===== src/rtl/cpu_pipe_pkg.sv =====
// Shared pipeline constants: EX operand forward selects, stall-cause encodings
// and the default register-address width.
package cpu_pipe_pkg;

    localparam int RA_W_DEF = 5;

    localparam logic [1:0] FWD_RF  = 2'b00;
    localparam logic [1:0] FWD_WB  = 2'b01;
    localparam logic [1:0] FWD_MEM = 2'b10;

    localparam logic [1:0] CAUSE_NONE = 2'b00;
    localparam logic [1:0] CAUSE_LOAD = 2'b01;
    localparam logic [1:0] CAUSE_LONG = 2'b10;
    localparam logic [1:0] CAUSE_BOTH = 2'b11;

endpackage


===== src/rtl/long_op_scoreboard.sv =====
// Fixed-latency long-op tracker: one countdown slot per outstanding mul/div,
// in-order single completion per cycle, sticky overflow on issue into a full board.
module long_op_scoreboard
    import cpu_pipe_pkg::*;
#(
    parameter int RA_W     = RA_W_DEF,
    parameter int LONG_LAT = 4,
    parameter int SB_DEPTH = 2
) (
    input  logic                clk,
    input  logic                rst,
    input  logic                long_issue,
    input  logic [RA_W-1:0]     long_dst,
    input  logic [RA_W-1:0]     id_rs,
    input  logic [RA_W-1:0]     id_rt,
    output logic [SB_DEPTH-1:0] rs_match,
    output logic [SB_DEPTH-1:0] rt_match,
    output logic                long_full,
    output logic                long_wb_valid,
    output logic [RA_W-1:0]     long_wb_dst,
    output logic                sb_overflow
);

    localparam int CNT_W = $clog2(LONG_LAT);
    localparam logic [CNT_W-1:0] CNT_INIT = CNT_W'(LONG_LAT - 1);

    logic [SB_DEPTH-1:0] valid_q, valid_d;
    logic [RA_W-1:0]     dst_q [SB_DEPTH];
    logic [RA_W-1:0]     dst_d [SB_DEPTH];
    logic [CNT_W-1:0]    rem_q [SB_DEPTH];
    logic [CNT_W-1:0]    rem_d [SB_DEPTH];
    logic                sb_overflow_q, sb_overflow_d;

    logic [SB_DEPTH-1:0] done;
    logic [SB_DEPTH-1:0] slot_free;
    logic                alloc_ok;

    // A slot completing this cycle counts as free, so a full board still accepts an issue.
    for (genvar gi = 0; gi < SB_DEPTH; gi++) begin : g_slot
        assign done[gi]      = valid_q[gi] && (rem_q[gi] == '0);
        assign slot_free[gi] = !valid_q[gi] || done[gi];
        assign rs_match[gi]  = valid_q[gi] && (dst_q[gi] == id_rs);
        assign rt_match[gi]  = valid_q[gi] && (dst_q[gi] == id_rt);
    end

    assign long_full     = &valid_q;
    assign long_wb_valid = |done;
    assign sb_overflow   = sb_overflow_q;

    always_comb begin
        long_wb_dst = '0;
        for (int i = 0; i < SB_DEPTH; i++) begin
            if (done[i]) begin
                long_wb_dst = long_wb_dst | dst_q[i];
            end
        end
    end

    always_comb begin
        valid_d       = valid_q;
        dst_d         = dst_q;
        rem_d         = rem_q;
        sb_overflow_d = sb_overflow_q;
        alloc_ok      = 1'b0;
        for (int i = 0; i < SB_DEPTH; i++) begin
            if (done[i]) begin
                valid_d[i] = 1'b0;
            end else if (valid_q[i]) begin
                rem_d[i] = rem_q[i] - 1'b1;
            end
        end
        if (long_issue) begin
            for (int i = 0; i < SB_DEPTH; i++) begin
                if (!alloc_ok && slot_free[i]) begin
                    valid_d[i] = 1'b1;
                    dst_d[i]   = long_dst;
                    rem_d[i]   = CNT_INIT;
                    alloc_ok   = 1'b1;
                end
            end
            if (!alloc_ok) begin
                sb_overflow_d = 1'b1;
            end
        end
    end

    always_ff @(posedge clk or posedge rst) begin
        if (rst) begin
            valid_q       <= '0;
            sb_overflow_q <= 1'b0;
            for (int i = 0; i < SB_DEPTH; i++) begin
                dst_q[i] <= '0;
                rem_q[i] <= '0;
            end
        end else begin
            valid_q       <= valid_d;
            sb_overflow_q <= sb_overflow_d;
            for (int i = 0; i < SB_DEPTH; i++) begin
                dst_q[i] <= dst_d[i];
                rem_q[i] <= rem_d[i];
            end
        end
    end

endmodule


===== src/rtl/fwd_hazard_unit.sv =====
// EX operand forwarding, load-use and long-op hazard detection, decode stall
// generation and a saturating stalled-cycle counter.
module fwd_hazard_unit
    import cpu_pipe_pkg::*;
#(
    parameter int RA_W     = RA_W_DEF,
    parameter int LONG_LAT = 4,
    parameter int SB_DEPTH = 2,
    parameter int PERF_W   = 16
) (
    input  logic              clk,
    input  logic              rst,
    input  logic [RA_W-1:0]   id_rs,
    input  logic [RA_W-1:0]   id_rt,
    input  logic [RA_W-1:0]   ex_rs,
    input  logic [RA_W-1:0]   ex_rt,
    input  logic              ex_regwrite,
    input  logic              ex_memread,
    input  logic [RA_W-1:0]   ex_dst,
    input  logic              mem_regwrite,
    input  logic [RA_W-1:0]   mem_dst,
    input  logic              wb_regwrite,
    input  logic [RA_W-1:0]   wb_dst,
    input  logic              long_issue,
    input  logic [RA_W-1:0]   long_dst,
    output logic [1:0]        fwd_a,
    output logic [1:0]        fwd_b,
    output logic              stall_if_id,
    output logic              flush_id_ex,
    output logic              long_full,
    output logic              long_wb_valid,
    output logic [RA_W-1:0]   long_wb_dst,
    output logic              sb_overflow,
    output logic [1:0]        stall_cause,
    output logic [PERF_W-1:0] perf_stall_cnt
);

    logic [SB_DEPTH-1:0] rs_match, rt_match;
    logic                load_use, long_haz, stall;
    logic                rs_long, rt_long;
    logic [1:0]          stall_cause_q, stall_cause_d;
    logic [PERF_W-1:0]   perf_stall_cnt_q, perf_stall_cnt_d;

    long_op_scoreboard #(
        .RA_W     (RA_W),
        .LONG_LAT (LONG_LAT),
        .SB_DEPTH (SB_DEPTH)
    ) u_sb (
        .clk           (clk),
        .rst           (rst),
        .long_issue    (long_issue),
        .long_dst      (long_dst),
        .id_rs         (id_rs),
        .id_rt         (id_rt),
        .rs_match      (rs_match),
        .rt_match      (rt_match),
        .long_full     (long_full),
        .long_wb_valid (long_wb_valid),
        .long_wb_dst   (long_wb_dst),
        .sb_overflow   (sb_overflow)
    );

    // EX/M result is younger than M/WB, so it wins when both match.
    always_comb begin
        fwd_a = FWD_RF;
        if (mem_regwrite && (mem_dst != '0) && (mem_dst == ex_rs)) begin
            fwd_a = FWD_MEM;
        end else if (wb_regwrite && (wb_dst != '0) && (wb_dst == ex_rs)) begin
            fwd_a = FWD_WB;
        end
    end

    always_comb begin
        fwd_b = FWD_RF;
        if (mem_regwrite && (mem_dst != '0) && (mem_dst == ex_rt)) begin
            fwd_b = FWD_MEM;
        end else if (wb_regwrite && (wb_dst != '0) && (wb_dst == ex_rt)) begin
            fwd_b = FWD_WB;
        end
    end

    assign load_use = ex_memread && ex_regwrite && (ex_dst != '0)
                   && ((ex_dst == id_rs) || (ex_dst == id_rt));

    // An op leaving EX this cycle is not in the scoreboard yet but must already block its consumer.
    assign rs_long  = (id_rs != '0) && ((|rs_match) || (long_issue && (long_dst == id_rs)));
    assign rt_long  = (id_rt != '0) && ((|rt_match) || (long_issue && (long_dst == id_rt)));
    assign long_haz = rs_long || rt_long;

    assign stall       = load_use || long_haz;
    assign stall_if_id = stall;
    assign flush_id_ex = stall;

    always_comb begin
        stall_cause_d = CAUSE_NONE;
        if (load_use && long_haz) begin
            stall_cause_d = CAUSE_BOTH;
        end else if (long_haz) begin
            stall_cause_d = CAUSE_LONG;
        end else if (load_use) begin
            stall_cause_d = CAUSE_LOAD;
        end
    end

    always_comb begin
        perf_stall_cnt_d = perf_stall_cnt_q;
        if (stall && (perf_stall_cnt_q != '1)) begin
            perf_stall_cnt_d = perf_stall_cnt_q + 1'b1;
        end
    end

    always_ff @(posedge clk or posedge rst) begin
        if (rst) begin
            stall_cause_q    <= CAUSE_NONE;
            perf_stall_cnt_q <= '0;
        end else begin
            stall_cause_q    <= stall_cause_d;
            perf_stall_cnt_q <= perf_stall_cnt_d;
        end
    end

    assign stall_cause    = stall_cause_q;
    assign perf_stall_cnt = perf_stall_cnt_q;

endmodule

===== config.mk =====
export PLATFORM = sky130hd
export DESIGN_NAME = fwd_hazard_unit
export DESIGN_NICKNAME = d
export VERILOG_FILES = /design/src/rtl/cpu_pipe_pkg.sv /design/src/rtl/long_op_scoreboard.sv /design/src/rtl/fwd_hazard_unit.sv
export SDC_FILE = /design/constraint.sdc
export NUM_CORES = 1
export LEC_CHECK = 0
export BUFFER_PORTS_ARGS = -buffer_cell sky130_fd_sc_hd__buf_2
export CORE_ASPECT_RATIO = 0.75
export CORE_MARGIN = 2
export CORE_UTILIZATION = 52
export DETAILED_ROUTE_END_ITERATION = 12
export GPL_ROUTABILITY_DRIVEN = 0
export PLACE_DENSITY_LB_ADDON = 0.2
export SLEW_MARGIN = 20
export SYNTH_ARGS = -nofsm -noshare
export SYNTH_HDL_FRONTEND = slang
export SYNTH_SLANG_ARGS = --single-unit

===== constraint.sdc =====
create_clock -name clk -period 3.71 [get_ports clk]
set_input_delay 0.742 -clock clk [delete_from_list [all_inputs] [get_ports clk]]
set_output_delay 0.742 -clock clk [all_outputs]
set_load 0.01 [all_outputs]

==> impl_results.md, run 1 <==
- Fraction of layout cells with a size suffix above 1: 0.3207
- Power Density: 554.8 nW/um2
- Largest net degree at the start of global routing: 36
- LEAKAGE: 1.411 nW
- TritonCTS clock tree: built
- Synthesized cell area: 2539 um2
- Nets: 392
- Number of buffers created by CTS: 5
- Final setup fails: 0
- Worst path required time: 2.97 ns
- Final Cell Area: 3035 um2
- Placed Area: 2950 um2
- Delay-heaviest family, CP: simple AND/OR/NAND/NOR gates
- Initial antenna violation count: 0
- Longest Clk Path Bufs: 2
- Avg Cell Area, Syn: 9.508 um2
- Synth Instances: 267
- Via count: 2221
- Vias per cell: 5.553
- Mapped Nets: 317
- DR iter-0 viols: 133
- Cts hold-fix bufs: 0
- Worst-Skew Late Latency: 0.29 ns
- Max_slew headroom: 0.4644
- Achievable frequency: 0.2991 GHz
- Max cap viols: 0
- WL/cell: 14.59 um
- Most common cell after layout, fill and taps aside: buf_2
- Post-CTS Setup Inserts: 0
- Half-perimeter wire length after placement: 4707 um
- Synth Register Bits: 35
- Crit path kind: primary input to primary output
- Fillers: 393
- Worst ir drop on vdd: 0.3708 mV
- Crit-path most repeated cell: buf_2
- Starting Density: 0.5553
- DR pass1 iterations: 4
- Vias in the first global route: 2103
- Clock root cell: clkbuf_8
- Setup TNS: 0 ns
- Place WS: 0.3850 ns
- Most frequent cells in the layout: buf_2 (78), xnor2_1 (40), dfrtp_1 (35)
- Yosys top cell area share: 0.3450
- Gr usage total: 0.2223
- Global route total overflow: 0
- Outcome: complete, no violations
- RSZ-0062 raised after global routing: false
- Rows: 21
- First-pass GRT wire length: 9804 um
- Pins over their slew limit: 0
- Core Area: 4572 um2
- Hold Crit Start: u_sb.rem_q[2]
- CP Cell Sequence: buf_2, or4_4, nor2_4, nor3_2, or4_1, nor2_1, inv_1, buf_2
- CP endpoint kind: primary output
- Worst r2r src: u_sb.dst_q[0]
- Number of remaining DRC errors: 0
- Post-synthesis sequential area ratio: 0.3450
- Synth unique cells: 44
- I/O pin count: 79
- Detailed Route WL: 5834 um
- Post-CTS sizing: 0
- Fin cells: 400
- Tcrit/Tclk final: 0.9011
- Antenna Cells: 0
- Post-route clock skew: 0.007204 ns
- Clock edge transition at the registers on the reported setup and hold paths: 0.07 ns
- Area contributors post-synth: dfrtp_1 (34%), xnor2_1 (14%), xor2_1 (11%)
- ANT nets after route: 0
- Die Height: 64.51 um
- H-tree Lvls: 2
- Fin crit period: 3.343 ns
- Crit path arrival time: 2.60 ns
- Worst Setup SP: id_rs[1]
- Port buffer count: 78
- Main synth FF type: dfrtp_1
- Worst Tran Pin Value: 0.7975 ns
- Die width: 84.68 um
- Final hold viol count: 0
- EDFF count, synth: 0
- Final core occ: 0.6639
- Die footprint: 5463 um2
- Yosys top cell by area: dfrtp_1
- Layout area overhead: 19.57%
- Asr flop ratio synth: 1.000
- Worst-path fanout max: 5
- CTS sink count: 35
- Worst setup SP type: primary input
- YS warnings: 0
- Buf/Inv on CP: 3
- CP max stage delay: 0.58 ns
- DP Cell Count: 392
- Worst min path class: register to register
- Slowest stage cell, crit path: or4_1
- Setup ws final: 0.3669 ns
## synthesized netlist by cell type (2+ instances only)
cell type / instances
inv_1: 8
xnor2_1: 40
nand3_1: 11
nor4_1: 7
or4_1: 5
and2_1: 2
buf_6: 2
nor2b_1: 2
nand2_1: 16
ha_1: 3
nand4_1: 11
o22ai_1: 2
a22o_1: 6
mux2_2: 10
buf_2: 4
clkbuf_1: 5
dfrtp_1: 35
and3_1: 4
nor2_1: 8
and2_0: 2
a21oi_1: 10
nand2b_1: 2
o21ai_1: 2
or3_1: 2
o21ai_0: 5
or2_2: 4
xor2_1: 32
a211oi_1: 8
nor3_1: 4
## power by group
group	internal (mW)	switching [mW]
Clock	0.131	0.141
Combinational	0.383	0.367
Sequential	0.504	0.158
Total	1.02	0.667
## layout make-up
| cell class | instances | area, um2 | area share |
|---|---|---|---|
| clock buffer | 6 | 72.57 | 0.02391 |
| clock inverter | 2 | 12.51 | 0.004122 |
| inverter | 8 | 30.03 | 0.009893 |
| multi-input combinational | 211 | 1560 | 0.5140 |
| sequential | 35 | 875.8 | 0.2885 |
| tap | 57 | 71.32 | 0.02350 |
| timing repair buffer | 81 | 412.9 | 0.1360 |
## routing by layer
layer  wire length, um  vias to the layer above  track usage
met5                 0                        -            0
met4                43                        0      0.06349
met3               506                        6      0.05478
met2              2551                       92       0.3297
met1              2733                     1034       0.3228
li1                  -                     1089            -
## kinds of logic after synthesis
logic type,after synthesis,synth area share
flip-flops,35,0.3450
multiplexers,11,0.05027
AND/OR/NAND/NOR,86,0.1981
buffers and inverters,21,0.04041
AO/OA/AOI/OAI,39,0.1030
adder cells (fa/ha/maj),3,0.01479
XOR/XNOR,72,0.2484
## metrics by stage
step	hold WS, ns	power [mW]
after global placement	0.4554	1.393
after CTS	0.4748	1.694
after floorplan	0.4396	1.180
after detailed placement	0.4631	1.417
after global routing	0.4992	1.807
final	0.4698	1.684
## sequential cells by signal, summed over array words and instances (netlist names)
register / cells
perf_stall_cnt: 16
u_sb.dst_q: 10
u_sb.rem_q: 4
u_sb.sb_overflow: 1
u_sb.valid_q: 2
stall_cause: 2
## final timing paths
check | end | slack [ns] | depth (start not counted)
worst max-delay path | flush_id_ex | 0.37 | 8
worst min-delay path | u_sb.rem_q[2] | 0.47 | 1
worst max register to register | perf_stall_cnt[1] | 1.62 | 6
worst min register to register | u_sb.rem_q[2] | 0.47 | 1
max in group asynchronous | perf_stall_cnt[14] | 2.86 | 3
min in group asynchronous | u_sb.rem_q[2] | 0.53 | 3
No activity file was read; power rests on OpenSTA's default activity.
==> run 2, diff against run 1 <==
- ABC_AREA: unset -> 1
- CORE_UTILIZATION: 52 -> 53
- clock period: 3.71 -> 3.69 ns (I/O delays scaled with it)
==> run 2 against run 1 <==
Compared with the run above:
- flip-flop and latch count stayed put
- synthesized area is 8.0% higher
- count of clock-buffer cells in the layout is 1 lower
- clock skew hardly changed
- setup slack better by 0.60 ns
- routed wire length is 21% higher
- via count is 27% higher
- synthesized cell count is 53% higher
- global-route usage is 3.3 points higher
- cell area is 8.7% higher
- highest routed layer unchanged
==> impl_results.md, run 2 <==
- Core Area: 4927 um2 (+7.8%)
- EDFF count, synth: 0 (unchanged)
- Via count: 2813 (+27%)
- Routed metal-1 wire length: 3539 um (+29%)
- CP Cell Sequence: buf_2, xor2_1, nor2_1, nand3_1, nand2_1, nand2_1, nand3_4, buf_2
- Post-route clock skew: 0.007107 ns (-0.00009659 ns)
- Power Density: 552.2 nW/um2 (-0.47%)
- Worst ir drop on vdd: 0.4082 mV (+10%)
- Pins over their slew limit: 0 (unchanged)
- Synth Register Bits: 35 (unchanged)
- First-pass GRT wire length: 11590 um (+18%)
- Synth Instances: 408 (+53%)
- LEAKAGE: 1.883 nW (+33%)
- CP max stage delay: 0.26 ns (-0.32 ns)
- Power, Total: 1.823 mW (+8.2%)
- I/O pin count: 79 (unchanged)
- Power Internal: 1.051 mW (+3.3%)
- Crit path kind: primary input to primary output
- WL/cell: 12.93 um (-11%)
- Most common cell in the netlist: nand2_1
- Number of remaining DRC errors: 0 (unchanged)
- Worst-path fanout max: 22 (+17)
- CTS sink count: 35 (unchanged)
- Achievable frequency: 0.3675 GHz
- Final setup fails: 0 (unchanged)
- Place WS: 1.011 ns (+0.6256 ns)
- Post-CTS Setup Inserts: 0 (unchanged)
- Worst min path class: register to register
- TritonCTS clock tree: built
- Sequential cell fraction of total power: 0.334 (-0.059)
- ANT nets after route: 0 (unchanged)
- Max cap viols: 0 (unchanged)
- Combinational share of power: 0.440 (-0.005)
- CP endpoint kind: primary output
- Setup ws final: 0.9686 ns (+0.6017 ns)
- Worst Setup SP: id_rt[2]
- Synthesized cell area: 2743 um2 (+8.0%)
- Post-synthesis sequential area ratio: 0.3193 (-0.02565)
- H-tree Lvls: 2 (unchanged)
- Outcome: complete, no violations
- Top Metal Used: met4
- Vias in the first global route: 2604 (+24%)
- Rows: 22 (+4.8%)
- Yosys top cell by area: dfrtp_1
- Max FFs per register: 16 (unchanged)
- Hold Crit Start: u_sb.dst_q[0]
- Area contributors post-synth: dfrtp_1 (32%), nand2_1 (19%), xor2_1 (8.0%)
- Fraction of layout cells with a size suffix above 1: 0.2213 (-0.09939)
- Switching Share: 0.4233 (+0.02749)
- Worst-Skew Late Latency: 0.29 ns (about the same)
- Post-CTS sizing: 0 (unchanged)
- Fin crit period: 2.721 ns
- Final hold viol count: 0 (unchanged)
- DR pass1 iterations: 6 (+2)
- Max_slew headroom: 0.3700 (-0.09439)
- Cts hold-fix bufs: 0 (unchanged)
- Port buffer count: 78 (unchanged)
- Number of buffers created by CTS: 5 (unchanged)
- Worst Tran Pin Value: 0.9440 ns (+0.1465 ns)
- Die width: 87.07 um (+2.8%)
- Setup TNS: 0 ns (unchanged)
- Layout area overhead: 20.35%
- Detail Route met2 WL: 2853 um (+12%)
- Most frequent cells in the layout: nand2_1 (140), buf_2 (78), inv_1 (42)
- P_sw: 771.6 uW (+16%)
- Met3 routed WL: 617 um (+22%)
- Antenna Cells: 0 (unchanged)
- Nets: 537 (+37%)
- Tcrit/Tclk final: 0.7375
- Worst path required time: 2.95 ns (-0.02 ns)
- Gr usage total: 0.2550 (+0.03261)
- Largest net degree at the start of global routing: 26 (-28%)
- List of most frequent post-synthesis cells: nand2_1 (140), inv_1 (42), nand3_1 (37), dfrtp_1 (35), nor2_1 (35)
- Worst r2r src: perf_stall_cnt[0]
- YS warnings: 0 (unchanged)
- Worst setup SP type: primary input
- Die Height: 66.30 um (+2.8%)
- Clock edge transition at the registers on the reported setup and hold paths: 0.07 ns (about the same)
- Die footprint: 5772 um2 (+5.7%)
- DR iter-0 viols: 197 (+48%)
- Initial antenna violation count: 0 (unchanged)
- Longest Clk Path Bufs: 2 (unchanged)
- Global route total overflow: 0 (unchanged)
- Main synth FF type: dfrtp_1
- Most common cell after layout, fill and taps aside: nand2_1
- Avg Cell Area, Syn: 6.722 um2 (-29%)
- Starting Density: 0.5566 (+0.001346)
- Mapped Nets: 458 (+44%)
- Slowest stage cell, crit path: nand3_4
- Share of total power in the clock network: 0.226 (+0.064)
- RSZ-0062 raised after global routing: false
- Yosys top cell area share: 0.3193 (-0.02565)
- Crit path arrival time: 1.98 ns (-0.62 ns)
- Detailed Route WL: 7087 um (+21%)
- Clock root cell: clkbuf_8
- Vias per cell: 5.133 (-7.6%)
- Half-perimeter wire length after placement: 5523 um (+17%)
- Synth unique cells: 31 (-30%)
- Asr flop ratio synth: 1.000 (unchanged)
-- run 2: cell count changes in the layout (fill, tap and decap cells not counted), moves of 11 or more --
cell	before	now
inv_1	8	42
inv_2	0	11
nand2_1	16	140
nand3_1	11	37
nor2_1	8	35
xnor2_1	40	16
-- run 2: layout make-up --
type                            instances  area, um2
Clock inverter                          3      67.56
Fill cell                             434       1627
Tap cell                               60      75.07
Timing Repair Buffer                   79      397.9
Sequential cell                        35      875.8
Clock buffer                            5      68.82
Inverter                               53      198.9
Multi-Input combinational cell        313       1617
-- run 2: worst paths after layout --
kind | end | slack [ns] | cells past startpoint
worst max-delay path | stall_if_id | 0.97 | 8
worst min-delay path | u_sb.dst_q[0] | 0.49 | 2
worst max register to register | perf_stall_cnt[10] | 1.77 | 7
worst min register to register | u_sb.dst_q[0] | 0.49 | 2
max in group asynchronous | u_sb.dst_q[0] | 2.33 | 3
min in group asynchronous | u_sb.rem_q[2] | 0.65 | 2
-- run 2: cell families (layout without fill, tap and decap cells) --
group,count (synthesis),after routing,synth area share
simple gates,240,240,0.3850
buf+inv,60,140,0.09124
xor+xnor,41,41,0.1309
flops,35,35,0.3193
compound gates,29,29,0.05976
fa+ha+maj,3,3,0.01369
-- run 2: stage by stage --
step           area (um2)  hold slack (ns)  std cells    util
2_1_floorplan        2743           0.4530        408       -
3_3_place_gp         3164           0.4625        540  0.6422
3_5_place_dp         3164           0.4627        540  0.6422
4_1_cts              3301           0.4901        548  0.6699
5_1_grt              3301           0.4955        548  0.6699
6_report             3301           0.4855        548  0.6699
-- run 2: metal layers --
metal / track usage / vias up
met3: 0.04619 / 12
li1: - / 1443
met1: 0.3634 / 1235
met5: 0 / -
met4: 0.07227 / 0
met2: 0.3960 / 123
-- run 2: power by group through the flow --
stage	Clock, mW	Sequential, mW	Combinational, mW
finish	0.413	0.609	0.801
floorplan	0	0.594	0.588
global route	0.434	0.625	0.927
CTS	0.421	0.605	0.806
detailed placement	0	0.612	0.798
global placement	0	0.610	0.780
-- run 2: worst max-delay path, delay by kind of cell --
family                    cells  cell delay [ns]
xor gates and xnor gates      1             0.19
and+or+nand+nor               5             0.60
buffers and inverters         2             0.44
==> run 3, diff against run 2 <==
- clock period: 3.69 -> 2.65 ns (I/O delays scaled with it)
==> run 3 against run 2 <==
Compared with the run above:
- critical endpoint is now fwd_b[0]
- critical path depth fell by 2
- core utilization is 0.23 points lower
- total power grew 37%
- highest routed layer unchanged
==> impl_results.md, run 3 (synthesis results as in run 2) <==
- Antenna Cells: 0 (unchanged)
- Layout area overhead: 19.94%
- Crit path arrival time: 1.73 ns (-0.25 ns)
- Number of buffers created by CTS: 5 (unchanged)
- Switching Share: 0.4362 (+0.01283)
- Share of total power in the clock network: 0.203 (-0.023)
- Power Internal: 1.406 mW (+34%)
- LEAKAGE: 1.885 nW (+0.11%)
- Worst-path fanout max: 3 (-86%)
- First-pass GRT wire length: 11570 um (-0.12%)
- Die footprint: 5772 um2 (unchanged)
- CTS sink count: 35 (unchanged)
- Rows: 22 (unchanged)
- GRT busiest layer: met2
- Most frequent cells in the layout: nand2_1 (140), buf_2 (78), inv_1 (42)
- Clock root cell: clkbuf_8
- Global route total overflow: 0 (unchanged)
- Setup TNS: 0 ns (unchanged)
- Met3 GRT Util: 0.05368 (+0.007491)
- Worst ir drop on vdd: 0.5621 mV (+38%)
- Worst min path class: primary input to async pin
- Final hold viol count: 0 (unchanged)
- DP Cell Count: 541 (+0.19%)
- Die Height: 66.30 um (unchanged)
- Pins over their slew limit: 0 (unchanged)
- Post-route clock skew: 0.008375 ns (+0.001268 ns)
- DR iter-0 viols: 178 (-9.6%)
- Power Density: 757.8 nW/um2 (+37%)
- Die width: 87.07 um (unchanged)
- Worst setup SP type: primary input
- CP endpoint kind: primary output
- ANT nets after route: 0 (unchanged)
- Via count: 2867 (+1.9%)
- Clock edge transition at the registers on the reported setup and hold paths: 0.07 ns (about the same)
- Achievable frequency: 0.4426 GHz
- RSZ-0062 raised after global routing: false
- Post-CTS Setup Inserts: 0 (unchanged)
- Gr usage total: 0.2567 (+0.001737)
- Number of remaining DRC errors: 0 (unchanged)
- Max_slew headroom: 0.7147 (+0.3447)
- Post-CTS sizing: 0 (unchanged)
- Vias in the first global route: 2515 (-3.4%)
- Final setup fails: 0 (unchanged)
- GRT met2 Usage: 0.3979 (+0.001908)
- TritonCTS clock tree: built
- Sequential cell fraction of total power: 0.342 (+0.008)
- Fin crit period: 2.259 ns
- DR pass1 iterations: 5 (-1)
- Tcrit/Tclk final: 0.8526
- Initial antenna violation count: 0 (unchanged)
- P_sw: 1.087 mW (+41%)
- H-tree Lvls: 2 (unchanged)
- Fin cells: 549 (+0.18%)
- Port buffer count: 78 (unchanged)
- Vias per cell: 5.222 (+1.7%)
- Fraction of layout cells with a size suffix above 1: 0.2229 (+0.001592)
- Most common cell after layout, fill and taps aside: nand2_1
- Longest Clk Path Bufs: 2 (unchanged)
- Combinational share of power: 0.455 (+0.015)
- Outcome: complete, no violations
- Cts hold-fix bufs: 0 (unchanged)
- Core Area: 4927 um2 (unchanged)
- Grt met1 use: 0.3676 (+0.004133)
- Detailed Route WL: 7147 um (+0.85%)
- Worst path required time: 2.12 ns (-0.83 ns)
- Starting Density: 0.5566 (unchanged)
- I/O pin count: 79 (unchanged)
- Largest net degree at the start of global routing: 36 (+38%)
- Worst-Skew Late Latency: 0.29 ns (about the same)
- Crit path kind: primary input to primary output
- Worst Tran Pin Value: 0.4280 ns (-0.5160 ns)
- Max cap viols: 0 (unchanged)
- Nets: 538 (+0.19%)
- Max FFs per register: 16 (unchanged)
- Half-perimeter wire length after placement: 5586 um (+1.1%)
- WL/cell: 13.02 um (+0.66%)
==> run 3: changes by cell type in the layout (fill, tap and decap cells not counted) <==
cell / previous run / this run
clkinv_2: 0 / 1
clkinvlp_4: 1 / 0
bufinv_16: 2 / 1
buf_4: 1 / 2
clkbuf_8: 5 / 6
==> run 3: final timing paths <==
| check | from | endpoint | slack [ns] | cells after the start |
|---|---|---|---|---|
| min reg2reg | u_sb.sb_overflow | u_sb.sb_overflow | 0.48 | 1 |
| max reg2reg | perf_stall_cnt[0] | perf_stall_cnt[10] | 0.76 | 7 |
| min | rst | u_sb.rem_q[3] | 0.31 | 3 |
| max | mem_dst[0] | fwd_b[0] | 0.39 | 6 |
| min in group clk | u_sb.sb_overflow | u_sb.sb_overflow | 0.48 | 1 |
| max in group asynchronous | rst | perf_stall_cnt[0] | 2.02 | 3 |
==> run 3: area by class of cell <==
class,count,area (um2)
clock buffers,6,82.58
flip-flops and latches,35,875.8
inverters,53,198.9
repair buffers,80,405.4
well taps,60,75.07
clock inverters,2,35.03
multi-input cells,313,1617
fillers,450,1638
==> run 3: critical path, cell delays in order <==
cell     delay [ns]
buf_2          0.12
or2_2          0.30
o41ai_1        0.36
nor3_1         0.13
nor3_1         0.14
buf_2          0.15
==> run 3: metrics by stage <==
stage	hold slack [ns]	setup WS [ns]	power, mW	util	cell area [um2]
6_report	0.3141	0.3906	2.493	0.6676	3289
5_1_grt	0.3741	0.3224	2.711	0.6676	3289
2_1_floorplan	0.4530	0.5766	1.647	-	2743
3_5_place_dp	0.4569	0.4071	1.983	0.6437	3172
3_3_place_gp	0.4630	0.4653	1.945	0.6437	3172
4_1_cts	0.3307	0.4045	2.496	0.6676	3289
==> run 3: metal layers <==
layer / share of wire / routed length, um
met5: 0 / 0
met2: 0.43 / 3054
met4: 0.0069 / 49
met1: 0.48 / 3445
met3: 0.083 / 596
==> run 3: power by group through the flow <==
stage                     Sequential [mW]  Clock, mW  Combinational (mW)
after floorplan                     0.828          0               0.819
after global placement              0.851          0                1.09
after detailed placement            0.854          0                1.13
after CTS                           0.846      0.514                1.14
after global routing                0.869      0.543                1.30
final                               0.851      0.506                1.14
